**config.mk**
```make
export PLATFORM = sky130hd
export DESIGN_NAME = fb_scanout_flat
export DESIGN_NICKNAME = d
export VERILOG_FILES = /design/src/rtl/fb_scanout_pkg.sv /design/src/rtl/fb_scanout_if.sv /design/src/rtl/fb_video_timing.sv /design/src/rtl/fb_scanout.sv /design/src/flat_wrapper.sv
export SDC_FILE = /design/constraint.sdc
export NUM_CORES = 1
export LEC_CHECK = 0
export ABC_AREA = 1
export ABC_CLOCK_PERIOD_IN_PS = 1800
export BUFFER_PORTS_ARGS = -buffer_cell sky130_fd_sc_hd__buf_2
export CAP_MARGIN = 20
export CELL_PAD_IN_SITES_DETAIL_PLACEMENT = 2
export CELL_PAD_IN_SITES_GLOBAL_PLACEMENT = 2
export CORE_MARGIN = 2
export CORE_UTILIZATION = 28
export DETAILED_ROUTE_END_ITERATION = 8
export PLACE_DENSITY_LB_ADDON = 0.1
export SLEW_MARGIN = 20
export SYNTH_ARGS = -nofsm -noshare
export SYNTH_HDL_FRONTEND = slang
export SYNTH_HIERARCHICAL = 1
export SYNTH_SLANG_ARGS = --single-unit
```
**constraint.sdc**
```tcl
create_clock -name clk -period 1.8 [get_ports clk]
set_input_delay 0.27 -clock clk [delete_from_list [all_inputs] [get_ports clk]]
set_output_delay 0.27 -clock clk [all_outputs]
set_load 0.05 [all_outputs]
```
**src/rtl/fb_scanout_pkg.sv**
```systemverilog
// fb_pkg: shared definitions for the frame-buffer scan-out block.
//   - default video timing constants (overridable per instance)
//   - frame RAM address width and counter width
//   - rgb332_t pixel layout and the buffer-swap FSM state type
//   - rgb_dim(): halves each colour component (scanline darkening)
package fb_pkg;

    localparam int unsigned DEF_H_TOTAL      = 384;
    localparam int unsigned DEF_H_ACTIVE     = 256;
    localparam int unsigned DEF_H_SYNC_START = 296;
    localparam int unsigned DEF_H_SYNC_END   = 328;
    localparam int unsigned DEF_V_TOTAL      = 264;
    localparam int unsigned DEF_V_ACTIVE     = 224;
    localparam int unsigned DEF_V_SYNC_START = 240;
    localparam int unsigned DEF_V_SYNC_END   = 243;
    localparam int unsigned DEF_V_OFFSET     = 16;

    localparam int unsigned FB_AW = 17;
    localparam int unsigned CNT_W = 9;

    typedef struct packed {
        logic [1:0] b;
        logic [2:0] g;
        logic [2:0] r;
    } rgb332_t;

    typedef enum logic {
        SWAP_IDLE,
        SWAP_PENDING
    } swap_state_t;

    function automatic rgb332_t rgb_dim(input rgb332_t c);
        rgb332_t d;
        d.b = c.b >> 1;
        d.g = c.g >> 1;
        d.r = c.r >> 1;
        return d;
    endfunction

endpackage

```
**src/rtl/fb_scanout_if.sv**
```systemverilog
// fb_scanout_if: bus between the scan-out block and the external
// double-buffered frame RAM.
//   fb_we / fb_waddr / fb_wdata : write port ({buf, v, h})
//   fb_raddr / fb_rdata         : read port, data valid 1 clk after address
// Modports: master = scan-out block, slave = RAM.
interface fb_scanout_if;
    import fb_pkg::*;

    logic             fb_we;
    logic [FB_AW-1:0] fb_waddr;
    logic [7:0]       fb_wdata;
    logic [FB_AW-1:0] fb_raddr;
    logic [7:0]       fb_rdata;

    modport master (
        output fb_we, fb_waddr, fb_wdata, fb_raddr,
        input  fb_rdata
    );

    modport slave (
        input  fb_we, fb_waddr, fb_wdata, fb_raddr,
        output fb_rdata
    );

endinterface

```
**src/rtl/fb_video_timing.sv**
```systemverilog
// fb_video_timing: free-running horizontal/vertical pixel counters with
// sync and blank decode, advancing only on ce_pix.
//   clk, reset (sync, active-high), ce_pix : clocking
//   hc, vc                                 : current pixel position
//   hsync, vsync, hblank, vblank           : decoded from hc/vc (undelayed)
module fb_video_timing
    import fb_pkg::*;
#(
    parameter int unsigned H_TOTAL      = DEF_H_TOTAL,
    parameter int unsigned H_ACTIVE     = DEF_H_ACTIVE,
    parameter int unsigned H_SYNC_START = DEF_H_SYNC_START,
    parameter int unsigned H_SYNC_END   = DEF_H_SYNC_END,
    parameter int unsigned V_TOTAL      = DEF_V_TOTAL,
    parameter int unsigned V_ACTIVE     = DEF_V_ACTIVE,
    parameter int unsigned V_SYNC_START = DEF_V_SYNC_START,
    parameter int unsigned V_SYNC_END   = DEF_V_SYNC_END
) (
    input  logic             clk,
    input  logic             reset,
    input  logic             ce_pix,
    output logic [CNT_W-1:0] hc,
    output logic [CNT_W-1:0] vc,
    output logic             hsync,
    output logic             vsync,
    output logic             hblank,
    output logic             vblank
);

    always_ff @(posedge clk) begin
        if (reset) begin
            hc <= '0;
            vc <= '0;
        end else if (ce_pix) begin
            if (hc == CNT_W'(H_TOTAL - 1)) begin
                hc <= '0;
                if (vc == CNT_W'(V_TOTAL - 1)) begin
                    vc <= '0;
                end else begin
                    vc <= vc + 1'b1;
                end
            end else begin
                hc <= hc + 1'b1;
            end
        end
    end

    always_comb begin
        hblank = (hc >= CNT_W'(H_ACTIVE));
        vblank = (vc >= CNT_W'(V_ACTIVE));
        hsync  = (hc >= CNT_W'(H_SYNC_START)) && (hc < CNT_W'(H_SYNC_END));
        vsync  = (vc >= CNT_W'(V_SYNC_START)) && (vc < CNT_W'(V_SYNC_END));
    end

endmodule

```
**src/rtl/fb_scanout.sv**
```systemverilog
// fb_scanout: writes renderer pixels into the back half of a double-buffered
// frame RAM and scans the front half out with its own video timing. The
// buffers swap only at the start of vblank, so the display never tears.
//   clk, reset (sync, active-high), ce_pix (at most every 2nd clk)
//   pix_we, pix_h, pix_v, pix_rgb : renderer pixel strobe and data
//   frame_done                    : renderer end-of-frame pulse
//   fb                            : frame RAM bus (fb_scanout_if.master)
//   video_r/g/b, hsync, vsync, hblank, vblank : video out, one pixel late
//   front_buf                     : buffer currently displayed
// Build option: define FB_SCANLINE_EN to halve every colour component on
// odd visible lines.
module fb_scanout
    import fb_pkg::*;
#(
    parameter int unsigned H_TOTAL      = DEF_H_TOTAL,
    parameter int unsigned H_ACTIVE     = DEF_H_ACTIVE,
    parameter int unsigned H_SYNC_START = DEF_H_SYNC_START,
    parameter int unsigned H_SYNC_END   = DEF_H_SYNC_END,
    parameter int unsigned V_TOTAL      = DEF_V_TOTAL,
    parameter int unsigned V_ACTIVE     = DEF_V_ACTIVE,
    parameter int unsigned V_SYNC_START = DEF_V_SYNC_START,
    parameter int unsigned V_SYNC_END   = DEF_V_SYNC_END,
    parameter int unsigned V_OFFSET     = DEF_V_OFFSET
) (
    input  logic       clk,
    input  logic       reset,
    input  logic       ce_pix,
    input  logic       pix_we,
    input  logic [7:0] pix_h,
    input  logic [7:0] pix_v,
    input  logic [7:0] pix_rgb,
    input  logic       frame_done,
    fb_scanout_if.master fb,
    output logic [2:0] video_r,
    output logic [2:0] video_g,
    output logic [1:0] video_b,
    output logic       hsync,
    output logic       vsync,
    output logic       hblank,
    output logic       vblank,
    output logic       front_buf
);

    logic [CNT_W-1:0] hc;
    logic [CNT_W-1:0] vc;
    logic             t_hsync;
    logic             t_vsync;
    logic             t_hblank;
    logic             t_vblank;

    fb_video_timing #(
        .H_TOTAL      (H_TOTAL),
        .H_ACTIVE     (H_ACTIVE),
        .H_SYNC_START (H_SYNC_START),
        .H_SYNC_END   (H_SYNC_END),
        .V_TOTAL      (V_TOTAL),
        .V_ACTIVE     (V_ACTIVE),
        .V_SYNC_START (V_SYNC_START),
        .V_SYNC_END   (V_SYNC_END)
    ) u_timing (
        .clk    (clk),
        .reset  (reset),
        .ce_pix (ce_pix),
        .hc     (hc),
        .vc     (vc),
        .hsync  (t_hsync),
        .vsync  (t_vsync),
        .hblank (t_hblank),
        .vblank (t_vblank)
    );

    // Write path: registered pass-through into the current back buffer.
    // front_buf is sampled before any same-clk swap takes effect.
    always_ff @(posedge clk) begin
        if (reset) begin
            fb.fb_we    <= 1'b0;
            fb.fb_waddr <= '0;
            fb.fb_wdata <= '0;
        end else begin
            fb.fb_we    <= pix_we;
            fb.fb_waddr <= {~front_buf, pix_v, pix_h};
            fb.fb_wdata <= pix_rgb;
        end
    end

    // Swap FSM
    swap_state_t state;
    swap_state_t state_next;
    logic        vblank_start;
    logic        swap;

    always_comb begin
        state_next   = state;
        swap         = 1'b0;
        vblank_start = ce_pix && (hc == CNT_W'(H_ACTIVE))
                              && (vc == CNT_W'(V_ACTIVE - 1));
        case (state)
            SWAP_IDLE: begin
                // a frame_done landing on the vblank-start pixel swaps at once
                if (frame_done && vblank_start) begin
                    swap = 1'b1;
                end else if (frame_done) begin
                    state_next = SWAP_PENDING;
                end
            end
            SWAP_PENDING: begin
                if (vblank_start) begin
                    swap       = 1'b1;
                    state_next = SWAP_IDLE;
                end
            end
            default: state_next = SWAP_IDLE;
        endcase
    end

    always_ff @(posedge clk) begin
        if (reset) begin
            state     <= SWAP_IDLE;
            front_buf <= 1'b0;
        end else begin
            state <= state_next;
            if (swap) begin
                front_buf <= ~front_buf;
            end
        end
    end

    // Read pipeline: stage 0 issues the RAM address and delays the timing
    // bits; stage 1 (next pixel) takes RAM data and the delayed bits together.
    logic [7:0] row;
    logic       d_hsync;
    logic       d_vsync;
    logic       d_hblank;
    logic       d_vblank;
    rgb332_t    pix;

    assign row = vc[7:0] + 8'(V_OFFSET);

`ifdef FB_SCANLINE_EN
    logic d_vodd;

    always_ff @(posedge clk) begin
        if (reset) begin
            d_vodd <= 1'b0;
        end else if (ce_pix) begin
            d_vodd <= vc[0];
        end
    end
`endif

    always_comb begin
        pix = rgb332_t'(fb.fb_rdata);
`ifdef FB_SCANLINE_EN
        if (d_vodd) begin
            pix = rgb_dim(pix);
        end
`endif
        if (d_hblank || d_vblank) begin
            pix = '0;
        end
    end

    always_ff @(posedge clk) begin
        if (reset) begin
            fb.fb_raddr <= '0;
            d_hsync     <= 1'b0;
            d_vsync     <= 1'b0;
            d_hblank    <= 1'b0;
            d_vblank    <= 1'b0;
            video_r     <= '0;
            video_g     <= '0;
            video_b     <= '0;
            hsync       <= 1'b0;
            vsync       <= 1'b0;
            hblank      <= 1'b0;
            vblank      <= 1'b0;
        end else if (ce_pix) begin
            fb.fb_raddr <= {front_buf, row, hc[7:0]};
            d_hsync     <= t_hsync;
            d_vsync     <= t_vsync;
            d_hblank    <= t_hblank;
            d_vblank    <= t_vblank;
            video_r     <= pix.r;
            video_g     <= pix.g;
            video_b     <= pix.b;
            hsync       <= d_hsync;
            vsync       <= d_vsync;
            hblank      <= d_hblank;
            vblank      <= d_vblank;
        end
    end

endmodule
```
**src/flat_wrapper.sv**
```systemverilog
// flat-port wrapper written by rule: the top's interface ports become plain ports
module fb_scanout_flat import fb_pkg::*;
#(
    parameter int unsigned H_TOTAL      = DEF_H_TOTAL,
    parameter int unsigned H_ACTIVE     = DEF_H_ACTIVE,
    parameter int unsigned H_SYNC_START = DEF_H_SYNC_START,
    parameter int unsigned H_SYNC_END   = DEF_H_SYNC_END,
    parameter int unsigned V_TOTAL      = DEF_V_TOTAL,
    parameter int unsigned V_ACTIVE     = DEF_V_ACTIVE,
    parameter int unsigned V_SYNC_START = DEF_V_SYNC_START,
    parameter int unsigned V_SYNC_END   = DEF_V_SYNC_END,
    parameter int unsigned V_OFFSET     = DEF_V_OFFSET
)
  (clk, reset, ce_pix, pix_we, pix_h, pix_v, pix_rgb, frame_done, video_r, video_g, video_b, hsync, vsync, hblank, vblank, front_buf, fb_fb_we, fb_fb_waddr, fb_fb_wdata, fb_fb_raddr, fb_fb_rdata);
  fb_scanout_if fb_i ();
  input  logic clk;
  input  logic reset;
  input  logic ce_pix;
  input  logic pix_we;
  input  logic [7:0] pix_h;
  input  logic [7:0] pix_v;
  input  logic [7:0] pix_rgb;
  input  logic frame_done;
  output logic [2:0] video_r;
  output logic [2:0] video_g;
  output logic [1:0] video_b;
  output logic hsync;
  output logic vsync;
  output logic hblank;
  output logic vblank;
  output logic front_buf;
  output wire logic [$bits(fb_i.fb_we)-1:0] fb_fb_we;
  output wire logic [$bits(fb_i.fb_waddr)-1:0] fb_fb_waddr;
  output wire logic [$bits(fb_i.fb_wdata)-1:0] fb_fb_wdata;
  output wire logic [$bits(fb_i.fb_raddr)-1:0] fb_fb_raddr;
  input wire logic [$bits(fb_i.fb_rdata)-1:0] fb_fb_rdata;
  assign fb_fb_we = fb_i.fb_we;
  assign fb_fb_waddr = fb_i.fb_waddr;
  assign fb_fb_wdata = fb_i.fb_wdata;
  assign fb_fb_raddr = fb_i.fb_raddr;
  assign fb_i.fb_rdata = fb_fb_rdata;
  fb_scanout #(.H_TOTAL(H_TOTAL), .H_ACTIVE(H_ACTIVE), .H_SYNC_START(H_SYNC_START), .H_SYNC_END(H_SYNC_END), .V_TOTAL(V_TOTAL), .V_ACTIVE(V_ACTIVE), .V_SYNC_START(V_SYNC_START), .V_SYNC_END(V_SYNC_END), .V_OFFSET(V_OFFSET)) u_core (.clk(clk), .reset(reset), .ce_pix(ce_pix), .pix_we(pix_we), .pix_h(pix_h), .pix_v(pix_v), .pix_rgb(pix_rgb), .frame_done(frame_done), .fb(fb_i), .video_r(video_r), .video_g(video_g), .video_b(video_b), .hsync(hsync), .vsync(vsync), .hblank(hblank), .vblank(vblank), .front_buf(front_buf));
endmodule
```
# Word-level counts from Yosys, hierarchy flattened
# Cells that the tools add are included.
# word_totals
word_cells	51
in_bits	37
output_inout_bits	56
register_bits	79
# op_classes
n_lt_le_gt_ge	6
mux	10
reduce_logical	7
n_addsub	3
eq_ne	4
bitwise	2
# ops
op	n
== test 9 bit, second input constant	3
adder 9 x 1 -> 9 bit, second input constant	2
greater-or-equal comparator 9 x 8 -> 1 bit, second input constant	2
greater-or-equal comparator 9 bit, second input constant	2
2-to-1 mux 9 bit	2
== test 9 x 8 -> 1 bit, second input constant	1
< comparator 9 x 8 -> 1 bit, second input constant	1
< comparator 9 bit, second input constant	1
adder 8 x 5 -> 8 bit, second input constant	1
2-to-1 mux 8 bit	1
logical AND 1 bit	5
2-to-1 mux 1 bit	5
case mux 1 bit (2 select lines)	2
NOT 1 bit	2
AND reduction 2 bit	1
logical OR 1 bit	1

# Logic depth before layout (Yosys ltp)
# Gate-level depths: netlist of the first run.
# depth
depth_word	6
ltp_mapped	9
mapped_depth_nobuf	8

# Modules after synthesis
# Netlist of the first run, hierarchy kept.
# modules_own_cells
mod	instances	seq_area_each_um2	area_per_inst_um2	cells_each
fb_scanout	1	1221.2	2077.0	252
fb_video_timing	1	360.3	1119.8	179

# Least setup slack after synthesis of the first run
# No wires, ideal clock.
# synth_path
kind	flip-flop to flip-flop
start	reg u_core.u_timing.vc[0]
end	reg u_core.u_timing.vc[0]
path_slack_ns	0.407
arrival_ns	1.276
stages_incl_launch_ff	9
setup_ns	0.117
required_time_ns	1.683
path_cell_list	dfxtp_1 -> ha_1 -> nand2_1 -> inv_1 -> nand2_1 -> nor2_1 -> nor2_8 -> nor2_2 -> nor2_1
# synth_via
elab_chain_len	2
word_cells_on_any_way	3
# synth_lines
element	line	text
start, declared	fb_video_timing.sv:22	output logic [CNT_W-1:0] vc,
start signal, assigned	fb_video_timing.sv:39	vc <= vc + 1'b1;
adder 9 x 1 -> 9 bit or == test 9 bit (tied branches)	fb_video_timing.sv:39, fb_video_timing.sv:36	
2-to-1 mux 9 bit *	fb_video_timing.sv:36	if (vc == CNT_W'(V_TOTAL - 1)) begin
# Every way passes the cells marked *; elsewhere a longest branch is shown, timed or not.
# A chain may end at the register's enable or synchronous reset.

# Worst setup path after layout of the first run
# layout_path
start	reg u_core.u_timing.vc[1]
end	reg u_core.u_timing.vc[7]
# The elaborated chain is that of the path after synthesis.

==> run summary, run 1 <==
first-pass GRT wire length - 16.4 mm
Synth area leader - dfxtp_1
Setup crit start kind - flop
flops & latches, synth - 79
RSZ-0062 raised after global routing - no
number of fillers in the final layout - 1358
fraction of layout cells with a size suffix above 1 - 25.3%
worst setup margin - 0.199 ns
dpl hpwl - 7.21 mm
Leakage Power - 2.11 nW
vias in the first global route - 3294
Tcrit/Tclk final - 89.0%
clock transition at the registers of the reported paths - 0.06 ns
Hold Path Class - input pin to flop
GP Congestion - 0.810
1st-pass router iterations - 4
Initial Util - 28.4%
Synth Warn # - 6
CTS max path bufs - 2
CTS sink cnt - 79
final antenna diode count - 0
Slew HR - 65.5%
crit path max fanout - 7
# port buffers - 92
1st-iter DRT viols - 138
VDD IR-drop max - 0.508 mV
design area - 0.00415 mm2
CTS HTree Levels - 3
post-synth top area share - 49.5%
DRC Markers - 0
GRT Util Overall - 16.8%
Power Density - 1020 mW/mm2
drt via density - 4.51
CTS tree - yes
Worst-Skew Late Latency - 0.34 ns
die height - 111 um
WP data arrival - 1.84 ns
Core ar. - 0.0113 mm2
measured slew at the worst slew-check pin - 0.517 ns
crit path time final - 1.60 ns
P&R area growth vs syn - 29.9%
die area - 0.0123 mm2
Final nets - 572
footprint of the multi-input gates - 0.00132 mm2
Hold Fails Final Rpt - 0
max_cap viols - 0
placed instance area - 0.00384 mm2
post-synthesis sequential area ratio - 49.5%
Area contributors post-synth - dfxtp_1 49%, nor2_1 12%, nand2_1 9.9%
Top Ports - 93
Syn Area/Cell - 7.42 um2
CP required - 2.04 ns
Post-DRT Antenna Nets - 0
largest net degree at the start of global routing - 29
row count - 39
CTS Root Cell - clkbuf_16
fin util - 36.8%
Reg area - 0.00158 mm2
routed via count - 3051
final slew viol count - 0
Final Routed Wirelength - 9.87 mm
status - complete, no violations
f_max - 625 MHz
Synth Cell Area - 0.00320 mm2
Inserted Clock Buffers - 9
post-CTS setup buffers - 0
Chip Width - 111 um
setup total negative slack - 0 ns
initial antenna violation count - 0
WS Path Type - flop to flop
skew final - 0.00553 ns
final setup fails - 0
Post-Syn Nets - 474
Hold WS - 0.127 ns
Syn Inst Count - 431
post-synth cell types - 29
dpl ws - 0.229 ns
CP Capture Type - flop
Wirelength per Cell - 14.6 um
gr ovfl total - 0
[cell usage in the layout (no fill, tap or decap), drive strengths merged]
cell	synthesis	routed
clkbuf	5	11
o21ai	27	27
nand3	19	19
nand3b	1	1
nand2	87	87
nand4	5	5
clkinv	0	3
buf	9	101
dfxtp	79	79
nor2	107	107
xor2	2	2
xnor2	2	2
a21oi	18	18
ha	6	6
inv	59	59
or2	1	1
clkinvlp	0	1
bufinv	0	1
nor3	3	3
and3	1	1
[worst paths after layout]
check | start | to | slack [ns] | cells past startpoint
setup / recovery | u_core/u_timing/vc[1]$_SDFFE_PP0P_ | u_core/u_timing/vc[7]$_SDFFE_PP0P_ | 0.20 | 8
hold / removal | pix_v[6] | u_core/fb.fb_waddr[14]$_SDFF_PP0_ | 0.13 | 3
setup reg to reg | u_core/u_timing/vc[1]$_SDFFE_PP0P_ | u_core/u_timing/vc[7]$_SDFFE_PP0P_ | 0.20 | 8
hold reg to reg | u_core/video_r[0]$_SDFFE_PP0P_ | u_core/video_r[0]$_SDFFE_PP0P_ | 0.47 | 2
[cells in the mapped netlist]
| master | number |
|---|---|
| buf_6 | 1 |
| nor2_8 | 1 |
| nor3_4 | 1 |
| nand3_1 | 15 |
| clkbuf_4 | 1 |
| o21ai_0 | 25 |
| nor2_2 | 3 |
| xor2_1 | 2 |
| buf_4 | 1 |
| nor3_1 | 2 |
| nand3_2 | 3 |
| nand4_1 | 5 |
| inv_2 | 3 |
| dfxtp_1 | 79 |
| o21ai_1 | 2 |
| or2_2 | 1 |
| nand2_4 | 3 |
| nand3b_1 | 1 |
| buf_2 | 7 |
| and3_1 | 1 |
| nand2_1 | 84 |
| nor2_4 | 1 |
| inv_1 | 56 |
| nand3_4 | 1 |
| clkbuf_1 | 4 |
| nor2_1 | 102 |
| a21oi_1 | 18 |
| ha_1 | 6 |
| xnor2_1 | 2 |
[layout make-up]
| class | instances | area share [%] |
|---|---|---|
| Sequential cell | 79 | 38.1 |
| Clock inverter | 5 | 1.36 |
| Tap cell | 143 | 4.31 |
| Clock buffer | 11 | 6.09 |
| Inverter | 59 | 5.33 |
| Multi-Input combinational cell | 279 | 31.8 |
| Timing Repair Buffer | 101 | 13.0 |
[per-layer routing]
layer / track usage [%] / up-vias / part of all wire, %
met3: 4.65 / 11 / 4.2
met2: 28.9 / 58 / 49
met4: 6.42 / 0 / 1.6
met1: 20.0 / 1469 / 45
li1: - / 1513 / -
met5: 0 / - / 0
[sequential cells by signal, indices dropped and copies added (netlist names), 2 cells and up]
| name | count |
|---|---|
| u_core/fb.fb_raddr | 17 |
| u_core/fb.fb_waddr | 17 |
| u_core/fb.fb_wdata | 8 |
| u_core/u_timing/hc | 9 |
| u_core/u_timing/vc | 9 |
| u_core/video_b | 2 |
| u_core/video_g | 3 |
| u_core/video_r | 3 |
[what timing repair did]
| item | in CTS | in global routing |
|---|---|---|
| endpoints found under the setup margin | 0 | 3 |
| hold buffers | 0 | 0 |
| resized for setup | 0 | 1 |
[power by group]
group          total, mW  switching (mW)  internal, mW  leakage, nW
registers           1.85          0.0314          1.82        0.650
logic              0.509           0.382         0.127         1.31
clock network       1.89           0.741          1.15        0.152
[through the flow]
step,std cells,power [mW]
floorplan,431,2.25
global placement,661,2.39
detailed placement,661,2.41
CTS,677,4.34
global route,677,4.45
finish,677,4.25
[worst max-delay path: stages, from the launching register on]
cell and delay (ns):
dfxtp_1 0.44, ha_1 0.23, nand2_1 0.13, inv_1 0.10
nand2_1 0.06, nor2_1 0.29, nor2_8 0.10, nand3_1 0.09
nand2_1 0.06
[cells by family after synthesis]
group / share of synthesized area (%)
AO/OA/AOI/OAI: 7.05
XOR/XNOR: 1.10
adder cells (fa/ha/maj): 2.35
AND/OR/NAND/NOR: 30.7
buffers and inverters: 9.31
flip-flops: 49.5
Note: power is estimated with default switching activity, not from simulation.
==> run 2: changes to the inputs <==
- ABC_AREA: 1 -> unset
- CORE_UTILIZATION: 28 -> 30
- REMOVE_ABC_BUFFERS: unset -> 1
==> run 2 against run 1 <==
- via count decreased by 15%
- critical endpoint is now u_core/front_buf$_SDFFE_PP0P_
- worst hold slack worse by 0.0092 ns
- largest power group is now registers
- cell area is 5.3% lower
- register-to-register slack got worse by 0.26 ns
- sequential cell count unchanged
- highest routed layer unchanged
- setup slack got worse by 0.26 ns
- the run now ends with setup timing left
- routed wire length is 19% lower
==> run summary, run 2 <==
CTS tree - yes
Worst-Skew Late Latency - 0.36 ns
XOR/XNOR share of the synthesized area - 2.62%
placed instance area - 0.00376 mm2
post-synth cell types - 38
Synth area leader - dfxtp_1
Hold Fails Final Rpt - 0
Slew HR - 59.4%
Syn Inst Count - 314
Chip Width - 104 um
Final nets - 466
routed via count - 2598
Hold WS - 0.117 ns
WP data arrival - 2.15 ns
VDD IR-drop max - 0.405 mV
post-CTS setup buffers - 0
Top Ports - 93
failing checks - setup timing
design area - 0.00393 mm2
die area - 0.0109 mm2
Area contributors post-synth - dfxtp_1 53%, mux2i_1 8.0%, nor2b_1 5.4%
vias in the first global route - 2719
most frequent cells in the layout - 92 x buf_2, 78 x dfxtp_1, 38 x nor2_1
Post-synth top cells - 79 x dfxtp_1, 38 x nor2_1, 26 x nor2b_1, 24 x mux2i_1, 19 x nand2_1
mux cell area share after synthesis - 7.98%
Post-synth EDFFs - 0
Synth Warn # - 6
status - finished with violations
final setup fails - 1
CTS max path bufs - 2
final slew viol count - 0
setup total negative slack - -0.0594 ns
Leakage Power - 1.76 nW
Compound-Gate Fraction of Synth Area - 7.23%
Setup crit start kind - flop
Tcrit/Tclk final - 103%
CP Capture Type - flop
hold_buf cts - 0
f_max - 538 MHz
Core ar. - 0.00977 mm2
Reg2Reg Depth - 4
1st-pass router iterations - 4
dpl hpwl - 5.69 mm
worst setup margin - -0.0594 ns
CP required - 2.09 ns
CTS Root Cell - clkbuf_8
Crit Reg-Reg Endpoint - u_core/front_buf$_SDFFE_PP0P_
commonest non-fill, non-tap cell in the layout - buf_2
crit path launch - u_core/u_timing/hc[4]$_SDFFE_PP0P_
GP Congestion - 0.761
most frequent cell after synthesis - dfxtp_1
CTS HTree Levels - 3
row count - 36
Post-DRT Antenna Nets - 0
combinational family with the most area after synthesis - simple AND/OR/NAND/NOR gates
Inserted Clock Buffers - 9
# port buffers - 92
final antenna diode count - 0
number of fillers in the final layout - 1095
Syn Area/Cell - 9.59 um2
Most used DFF post-synth - dfxtp_1
Final Routed Wirelength - 8.02 mm
Post-Synth Adder-Cell Area - 2.49%
Reg area - 0.00158 mm2
skew final - 0.0105 ns
Hold Path Class - input pin to flop
RR Startpoint - u_core/u_timing/hc[4]$_SDFFE_PP0P_
post-synthesis sequential area ratio - 52.5%
max_cap viols - 0
ys async rst share - 0%
DRC Markers - 0
largest net degree at the start of global routing - 49
Synth Cell Area - 0.00301 mm2
CTS sink cnt - 79
Tot Pwr - 3.36 mW
first-pass GRT wire length - 13.6 mm
flops & latches, synth - 79
Reg2Reg Setup Slack - -0.06 ns
post-synth top area share - 52.5%
clock transition at the registers of the reported paths - 0.08 ns
die height - 104 um
Wirelength per Cell - 14.3 um
1st-iter DRT viols - 43
P&R area growth vs syn - 30.6%
measured slew at the worst slew-check pin - 0.610 ns
footprint of the multi-input gates - 0.00134 mm2
WS Path Type - flop to flop
RSZ-0062 raised after global routing - yes
Synth Area in Simple Gates - 23.6%
gr ovfl total - 0
Initial Util - 30.8%
crit path max fanout - 2
GRT Util Overall - 15.6%
dpl ws - -0.121 ns
Power Density - 854 mW/mm2
drt via density - 4.63
initial antenna violation count - 0
Top Registers - u_core/fb.fb_raddr x17, u_core/fb.fb_waddr x17
fraction of layout cells with a size suffix above 1 - 33.4%
crit path time final - 1.86 ns
Worst Setup EP - u_core/front_buf$_SDFFE_PP0P_
run 2: worst max-delay path, stage by stage, from the launching register on:
cell and delay, ns:
dfxtp_1 0.31, or4_1 0.51, or3_4 0.34, or4_1 0.50, a21oi_1 0.14
run 2: cell families after synthesis:
group           count (synthesis)
simple gates                  137
flops                          79
compound gates                 33
buf+inv                        26
mux                            24
xor+xnor                        9
fa+ha+maj                       6
run 2: metal layers:
layer / track usage (%) / share of wire (%)
met1: 19.9 / 46
met2: 25.0 / 47
met3: 3.32 / 4.9
met4: 7.82 / 2.0
met5: 0 / 0
run 2: report_power, final:
group          internal, mW  switching [mW]  total, mW
registers              1.80          0.0176       1.82
logic                 0.116           0.278      0.393
clock network         0.493           0.653       1.15
total                  2.41           0.948       3.36
run 2: area by class of cell:
class                           count  share of cell area, %
Clock buffer                       10                   3.25
Multi-Input combinational cell    209                   34.1
Tap cell                          133                   4.23
Inverter                            6                  0.573
Clock inverter                      6                  0.955
Sequential cell                    79                   40.3
Timing Repair Buffer              118                   16.7
run 2: worst min-delay path by stage:
stage                                              endpoint  slack (ns)  depth (start not counted)                           start
final                      u_core/fb.fb_waddr[5]$_SDFF_PP0_        0.12                          2                        pix_h[5]
after global routing       u_core/fb.fb_wdata[5]$_SDFF_PP0_        0.10                          2                      pix_rgb[5]
after detailed placement     u_core/video_r[0]$_SDFFE_PP0P_        0.46                          2  u_core/video_r[0]$_SDFFE_PP0P_
after CTS                  u_core/fb.fb_waddr[5]$_SDFF_PP0_        0.10                          2                        pix_h[5]
after floorplan           u_core/fb.fb_waddr[16]$_SDFF_PP0_        0.34                          1                           reset
after global placement       u_core/video_r[0]$_SDFFE_PP0P_        0.45                          2  u_core/video_r[0]$_SDFFE_PP0P_
run 2: what timing repair did:
| item | in CTS | in global routing |
|---|---|---|
| setup endpoints to repair | 3 | 8 |
| gates resized for setup | 2 | 5 |
| pin swaps | 3 | 0 |
run 2: stage by stage:
stage | utilization [%] | cells
global route | 40.2 | 561
CTS | 40.2 | 562
floorplan | - | 294
global placement | 38.4 | 546
finish | 40.2 | 561
detailed placement | 38.4 | 546
